## config.mk

```make
export PLATFORM = sky130hd
export DESIGN_NAME = stack_queue_buffer
export DESIGN_NICKNAME = d
export VERILOG_FILES = /design/src/rtl/stack_queue_buffer.sv
export SDC_FILE = /design/constraint.sdc
export NUM_CORES = 1
export LEC_CHECK = 0
export ABC_AREA = 1
export BUFFER_PORTS_ARGS = -buffer_cell sky130_fd_sc_hd__buf_2
export CORE_UTILIZATION = 45
export CTS_BUF_LIST = sky130_fd_sc_hd__clkbuf_8 sky130_fd_sc_hd__clkbuf_16
export DETAILED_ROUTE_END_ITERATION = 16
export PLACE_DENSITY_LB_ADDON = 0.12
export SETUP_SLACK_MARGIN = 0.5
export SLEW_MARGIN = 30
export SYNTH_ARGS = -nofsm -noshare
export SYNTH_HDL_FRONTEND = slang
export SYNTH_SLANG_ARGS = --single-unit
```

## constraint.sdc

```tcl
create_clock -name clk -period 4.4 [get_ports clk]
set_clock_uncertainty 0.05 [all_clocks]
set_input_delay 0.22 -clock clk [delete_from_list [all_inputs] [get_ports clk]]
set_output_delay 0.22 -clock clk [all_outputs]
set_load 0.02 [all_outputs]
```

## src/rtl/stack_queue_buffer.sv

```systemverilog
// Operand register file for the stack/queue calculator: LIFO or FIFO reads chosen by the mode switch,
// with the first two operands always presented to the ALU and illegal strobes flagged on err.
module stack_queue_buffer #(
    parameter int DATA_W = 32,
    parameter int DEPTH  = 8,
    parameter int ADDR_W = 3
) (
    input  logic              clk,
    input  logic              rst,
    input  logic              mode,
    input  logic              push,
    input  logic              pop,
    input  logic [DATA_W-1:0] din,
    output logic [DATA_W-1:0] dout0,
    output logic [DATA_W-1:0] dout1,
    output logic [ADDR_W:0]   count,
    output logic              empty,
    output logic              full,
    output logic              err
);

    localparam logic [ADDR_W-1:0] PTR_ONE    = ADDR_W'(1);
    localparam logic [ADDR_W-1:0] PTR_TWO    = ADDR_W'(2);
    localparam logic [ADDR_W:0]   CNT_ONE    = (ADDR_W + 1)'(1);
    localparam logic [ADDR_W:0]   CNT_TWO    = (ADDR_W + 1)'(2);
    localparam logic [ADDR_W:0]   FULL_COUNT = (ADDR_W + 1)'(DEPTH);

    logic [DATA_W-1:0] mem [DEPTH];
    logic [ADDR_W-1:0] head;
    logic [ADDR_W-1:0] tail;
    logic [ADDR_W:0]   count_q;
    logic              mode_q;
    logic              err_q;

    logic              flip;
    logic              is_empty;
    logic              is_full;
    logic              do_write;
    logic              do_err;
    logic [ADDR_W-1:0] wr_addr;
    logic [ADDR_W-1:0] head_nxt;
    logic [ADDR_W-1:0] tail_nxt;
    logic [ADDR_W:0]   count_nxt;
    logic [ADDR_W-1:0] rd0_addr;
    logic [ADDR_W-1:0] rd1_addr;

    assign flip     = (mode != mode_q);
    assign is_empty = (count_q == '0);
    assign is_full  = (count_q == FULL_COUNT);

    // Next-state decode; a mode flip takes priority and silently discards any strobe.
    always_comb begin
        head_nxt  = head;
        tail_nxt  = tail;
        count_nxt = count_q;
        do_write  = 1'b0;
        wr_addr   = tail;
        do_err    = 1'b0;
        if (flip) begin
            head_nxt  = '0;
            tail_nxt  = '0;
            count_nxt = '0;
        end else if (push && pop) begin
            do_write = 1'b1;
            if (is_empty) begin
                tail_nxt  = tail + PTR_ONE;
                count_nxt = CNT_ONE;
                do_err    = 1'b1;
            end else if (mode_q) begin
                wr_addr = tail - PTR_ONE;
            end else begin
                head_nxt = head + PTR_ONE;
                tail_nxt = tail + PTR_ONE;
            end
        end else if (push) begin
            if (is_full) begin
                do_err = 1'b1;
            end else begin
                do_write  = 1'b1;
                tail_nxt  = tail + PTR_ONE;
                count_nxt = count_q + CNT_ONE;
            end
        end else if (pop) begin
            if (is_empty) begin
                do_err = 1'b1;
            end else begin
                count_nxt = count_q - CNT_ONE;
                if (mode_q) begin
                    tail_nxt = tail - PTR_ONE;
                end else begin
                    head_nxt = head + PTR_ONE;
                end
            end
        end
    end

    // mode_q resets to stack so a queue-mode switch at release flushes on the first edge.
    always_ff @(posedge clk or negedge rst) begin
        if (!rst) begin
            for (int i = 0; i < DEPTH; i++) begin
                mem[i] <= '0;
            end
            head    <= '0;
            tail    <= '0;
            count_q <= '0;
            mode_q  <= 1'b1;
            err_q   <= 1'b0;
        end else begin
            if (do_write) begin
                mem[wr_addr] <= din;
            end
            head    <= head_nxt;
            tail    <= tail_nxt;
            count_q <= count_nxt;
            mode_q  <= mode;
            err_q   <= do_err;
        end
    end

    always_comb begin
        rd0_addr = head;
        rd1_addr = head + PTR_ONE;
        if (mode_q) begin
            rd0_addr = tail - PTR_ONE;
            rd1_addr = tail - PTR_TWO;
        end
    end

    // Gating by occupancy keeps stale register-file contents off the operand path.
    assign dout0 = (count_q >= CNT_ONE) ? mem[rd0_addr] : '0;
    assign dout1 = (count_q >= CNT_TWO) ? mem[rd1_addr] : '0;
    assign count = count_q;
    assign empty = is_empty;
    assign full  = is_full;
    assign err   = err_q;

endmodule

```

==> Flow_metrics.wiki <==
{| class="wikitable"
! Metric !! Value
|-
| Post-route non-filler standard cell count || 2981
|-
| Category of the critical setup timing path || reg2out
|-
| Most common cell type on the critical path || sky130_fd_sc_hd__nand2_1
|-
| Routed WL || 57.6 mm
|-
| Post-synth EDFFs || 0
|-
| Sum of net half-perimeters after detailed placement || 33.0 mm
|-
| Share of Yosys cell area claimed by the top area cell type || 40.2%
|-
| Setup Slack @ Placement || 0.885 ns
|-
| DP Cell Count || 2885
|-
| Nature of the critical path startpoint || flip-flop
|-
| Gr usage total || 30.6%
|-
| Residual antenna-violating net count after detailed routing || 0
|-
| Worst skew pair latency || 0.52 ns
|-
| Final Cell Area || 0.0186 mm^2
|-
| Yosys warnings || 0
|-
| Die H || 194 um
|-
| First element of the critical path || mode_q
|-
| Final critical-path required period || 3.74 ns
|-
| Hold_ws || 0.0116 ns
|-
| Floorplan die width || 194 um
|-
| Die footprint || 0.0377 mm^2
|-
| Clock sink count || 268
|-
| Gate count after technology mapping || 2493
|-
| Critical Path End || dout1[0]
|-
| CTS H-tree depth || 2
|-
| Cell type contributing the most total cell area after synthesis || sky130_fd_sc_hd__dfrtp_1
|-
| Critical path arrival || 3.47 ns
|-
| Final nets || 2541
|-
| Least-Margin Pin Slew || 1.00 ns
|-
| Peak per-stage delay on the critical path || 0.80 ns
|-
| Standby leakage power || 9.82 nW
|-
| Clock tree from TritonCTS || yes
|-
| Max Root-Sink Buffers || 3
|-
| Post-detailed-route wirelength per cell || 19.3 um
|-
| Maximum number of pins on one net before global-route repair || 181
|-
| Number of setup violations in the final report || 0
|-
| Root Buffer || sky130_fd_sc_hd__clkbuf_16
|-
| Post-synthesis instance area || 0.0166 mm^2
|-
| TritonCTS buffer count || 34
|-
| Top FF cell, synth || sky130_fd_sc_hd__dfrtp_1
|-
| Sequential cell area fraction in the yosys report || 40.4%
|-
| Count of antenna diodes in the layout || 0
|-
| Setup slack of the critical path after layout || 0.660 ns
|-
| Via count normalized by instance count || 5.56
|-
| Boundary pin count || 108
|-
| Antenna violations before repair || 0
|-
| Via count of the first global-routing pass || 15516
|-
| Type of the worst min-delay path || in2reg
|-
| Post-synth ARST share || 100%
|-
| Vias || 16567
|-
| Outcome || completed
|-
| Clock transition at the registers of the reported paths || 0.06 ns
|-
| Post-route total power || 15.3 mW
|-
| Slowest stage cell, crit path || sky130_fd_sc_hd__dfstp_2
|-
| Post-Synthesis Mean Instance Area || 6.66 um^2
|-
| Cell variety after synth || 34
|-
| Number of cell rows || 69
|-
| Global-route wire length before repair || 90.5 mm
|-
| Kind of capture point of the worst setup path || output pin
|-
| Start of the worst register-to-register path || mode_q
|-
| Detailed router's first-iteration violation count || 1447
|-
| First-pass detailed-route iteration total || 5
|-
| Number of flip-flops and latches in the synthesized netlist || 268
|-
| Power per unit of standard cell area || 822 mW/mm^2
|-
| Cell family with most CP delay || flip-flops
|-
| Synth top area cells || sky130_fd_sc_hd__dfrtp_1 (40%), sky130_fd_sc_hd__nand2_1 (21%), sky130_fd_sc_hd__nand3_1 (8.9%)
|-
| Proportion of layout cells with a drive suffix above 1 || 9.21%
|-
| Maximum operating frequency || 0.267 GHz
|-
| Finished Core Util || 51.8%
|-
| Setup repair after global routing missed its margin || false
|-
| Core Area || 0.0359 mm^2
|-
| Number of maximum-capacitance violations || 0
|-
| Post-place instance area || 0.0171 mm^2
|-
| Period utilisation layout || 85.0%
|-
| Remaining max-slew budget at the tightest pin || 33.0%
|-
| Grt ovf || 0
|-
| Required time of the worst setup path || 4.13 ns
|-
| Reg-to-reg endpoint || mem[145]
|-
| Final hold viol count || 0
|-
| Crit path buffers/inverters || 2
|-
| Initial Util || 46.2%
|-
| Final sum of negative setup slack || 0 ns
|-
| Register-to-register setup slack || 0.88 ns
|-
| Synthesis-to-layout area growth || 12.1%
|-
| Gp weighted congestion || 0.842
|-
| Post-Syn Nets || 2539
|-
| Number of buffer cells added on primary ports || 107
|-
| Total count of max-transition violations in the final report || 0
|-
| Peak fanout along the critical path || 180
|-
| Post-route DRC violation count || 0
|-
| Maximum resistive drop on vdd || 0.448 mV
|-
| Depth of the critical timing path with buffers and inverters included || 10
|-
| Critical Path, Cell by Cell || nand2_1 > o21ai_4 > buf_12 > nand2_1 > o21ai_0 > nand2_1 > nand3_1 > nand2_1 > nor2_1 > buf_2
|-
| Depth of the most critical reg-to-reg path || 10
|}
registers in the layout, indices dropped and copies added (netlist names):
signal / flops
mem: 256
count: 4
head: 3
tail: 3
err: 1
mode_q: 1
routing by layer:
layer | global-route usage, % | vias to the layer above | wire, um
met5 | 0 | - | 0
met4 | 10.7 | 0 | 1760
met3 | 4.14 | 114 | 4330
met2 | 48.8 | 674 | 26100
met1 | 42.4 | 7820 | 25500
li1 | - | 7959 | -
worst min-delay path by stage:
stage,start,to,slack (ns),cells past startpoint
final,din[1],mem[1],0.01,3
after global routing,din[1],mem[33],0.01,3
after global placement,mode,mode_q,0.31,1
after detailed placement,mode,mode_q,0.30,1
after floorplan,rst,count[0],-0.13,0
after CTS,din[1],mem[1],0.002,3
cell usage after synthesis (6+ instances only):
library cell / count
sky130_fd_sc_hd__buf_4: 24
sky130_fd_sc_hd__a21oi_1: 81
sky130_fd_sc_hd__ha_1: 9
sky130_fd_sc_hd__o21ai_0: 241
sky130_fd_sc_hd__nand2_1: 913
sky130_fd_sc_hd__buf_2: 80
sky130_fd_sc_hd__o211ai_1: 65
sky130_fd_sc_hd__nand4_1: 7
sky130_fd_sc_hd__dfrtp_1: 267
sky130_fd_sc_hd__nand2_2: 6
sky130_fd_sc_hd__inv_1: 180
sky130_fd_sc_hd__o21ai_1: 12
sky130_fd_sc_hd__buf_6: 9
sky130_fd_sc_hd__clkbuf_1: 88
sky130_fd_sc_hd__nand3_1: 295
sky130_fd_sc_hd__buf_1: 11
sky130_fd_sc_hd__nor2_1: 174
repair_timing:
| action | 4_1_cts | 5_1_grt |
|---|---|---|
| hold buffers | 33 | 0 |
| resized for setup | 0 | 1 |
| endpoints found under the setup margin | 0 | 1 |
| hold endpoints to repair | 339 | 0 |
| buffers inserted | 0 | 0 |
final cells by class:
| type | instances | area (um^2) |
|---|---|---|
| clock inverter | 18 | 134 |
| inverter | 183 | 689 |
| tap | 461 | 577 |
| sequential | 268 | 6710 |
| fill | 3599 | 17300 |
| timing repair buffer | 182 | 1310 |
| multi-input combinational | 1826 | 8210 |
| clock buffer | 43 | 986 |
cells in the final DEF, fill, tap and decap left out, drive strengths merged, types with 3 or more instances in the layout:
master | netlist | routed
xor2 | 3 | 3
buf | 124 | 149
o21ai | 255 | 255
o211ai | 65 | 65
a21oi | 82 | 82
o22ai | 3 | 3
dlygate4sd3 | 0 | 33
ha | 9 | 9
clkinv | 0 | 4
nand3 | 297 | 297
inv | 183 | 194
nand2 | 919 | 919
dfrtp | 267 | 267
nand4 | 7 | 7
nor2 | 181 | 181
clkbuf | 92 | 43
kinds of logic after synthesis:
kind of cell	after synthesis	synth area share [%]
and+or+nand+nor	1405	34.7
adders and majority gates	9	0.678
AOI/OAI and AO/OA	407	13.4
buffers and inverters	399	10.6
DFF	268	40.4
xor gates and xnor gates	5	0.264
power breakdown:
group | leakage [nW] | switching (mW) | internal (mW)
Sequential | 3.46 | 0.736 | 3.52
Clock | 0.591 | 1.12 | 1.69
Combinational | 5.77 | 5.82 | 2.40
Total | 9.82 | 7.68 | 7.61
worst register-to-register path, cell delays in order, from the launching register on:
cell,delay [ns]
sky130_fd_sc_hd__dfstp_2,0.80
sky130_fd_sc_hd__ha_1,0.42
sky130_fd_sc_hd__nor2_8,0.21
sky130_fd_sc_hd__nand3_1,0.18
sky130_fd_sc_hd__nand3_2,0.12
sky130_fd_sc_hd__buf_4,0.62
sky130_fd_sc_hd__inv_2,0.15
sky130_fd_sc_hd__nand2_1,0.42
sky130_fd_sc_hd__buf_4,0.34
sky130_fd_sc_hd__nand2_1,0.08
sky130_fd_sc_hd__nand2_1,0.06
(Power assumes the default switching activity.)
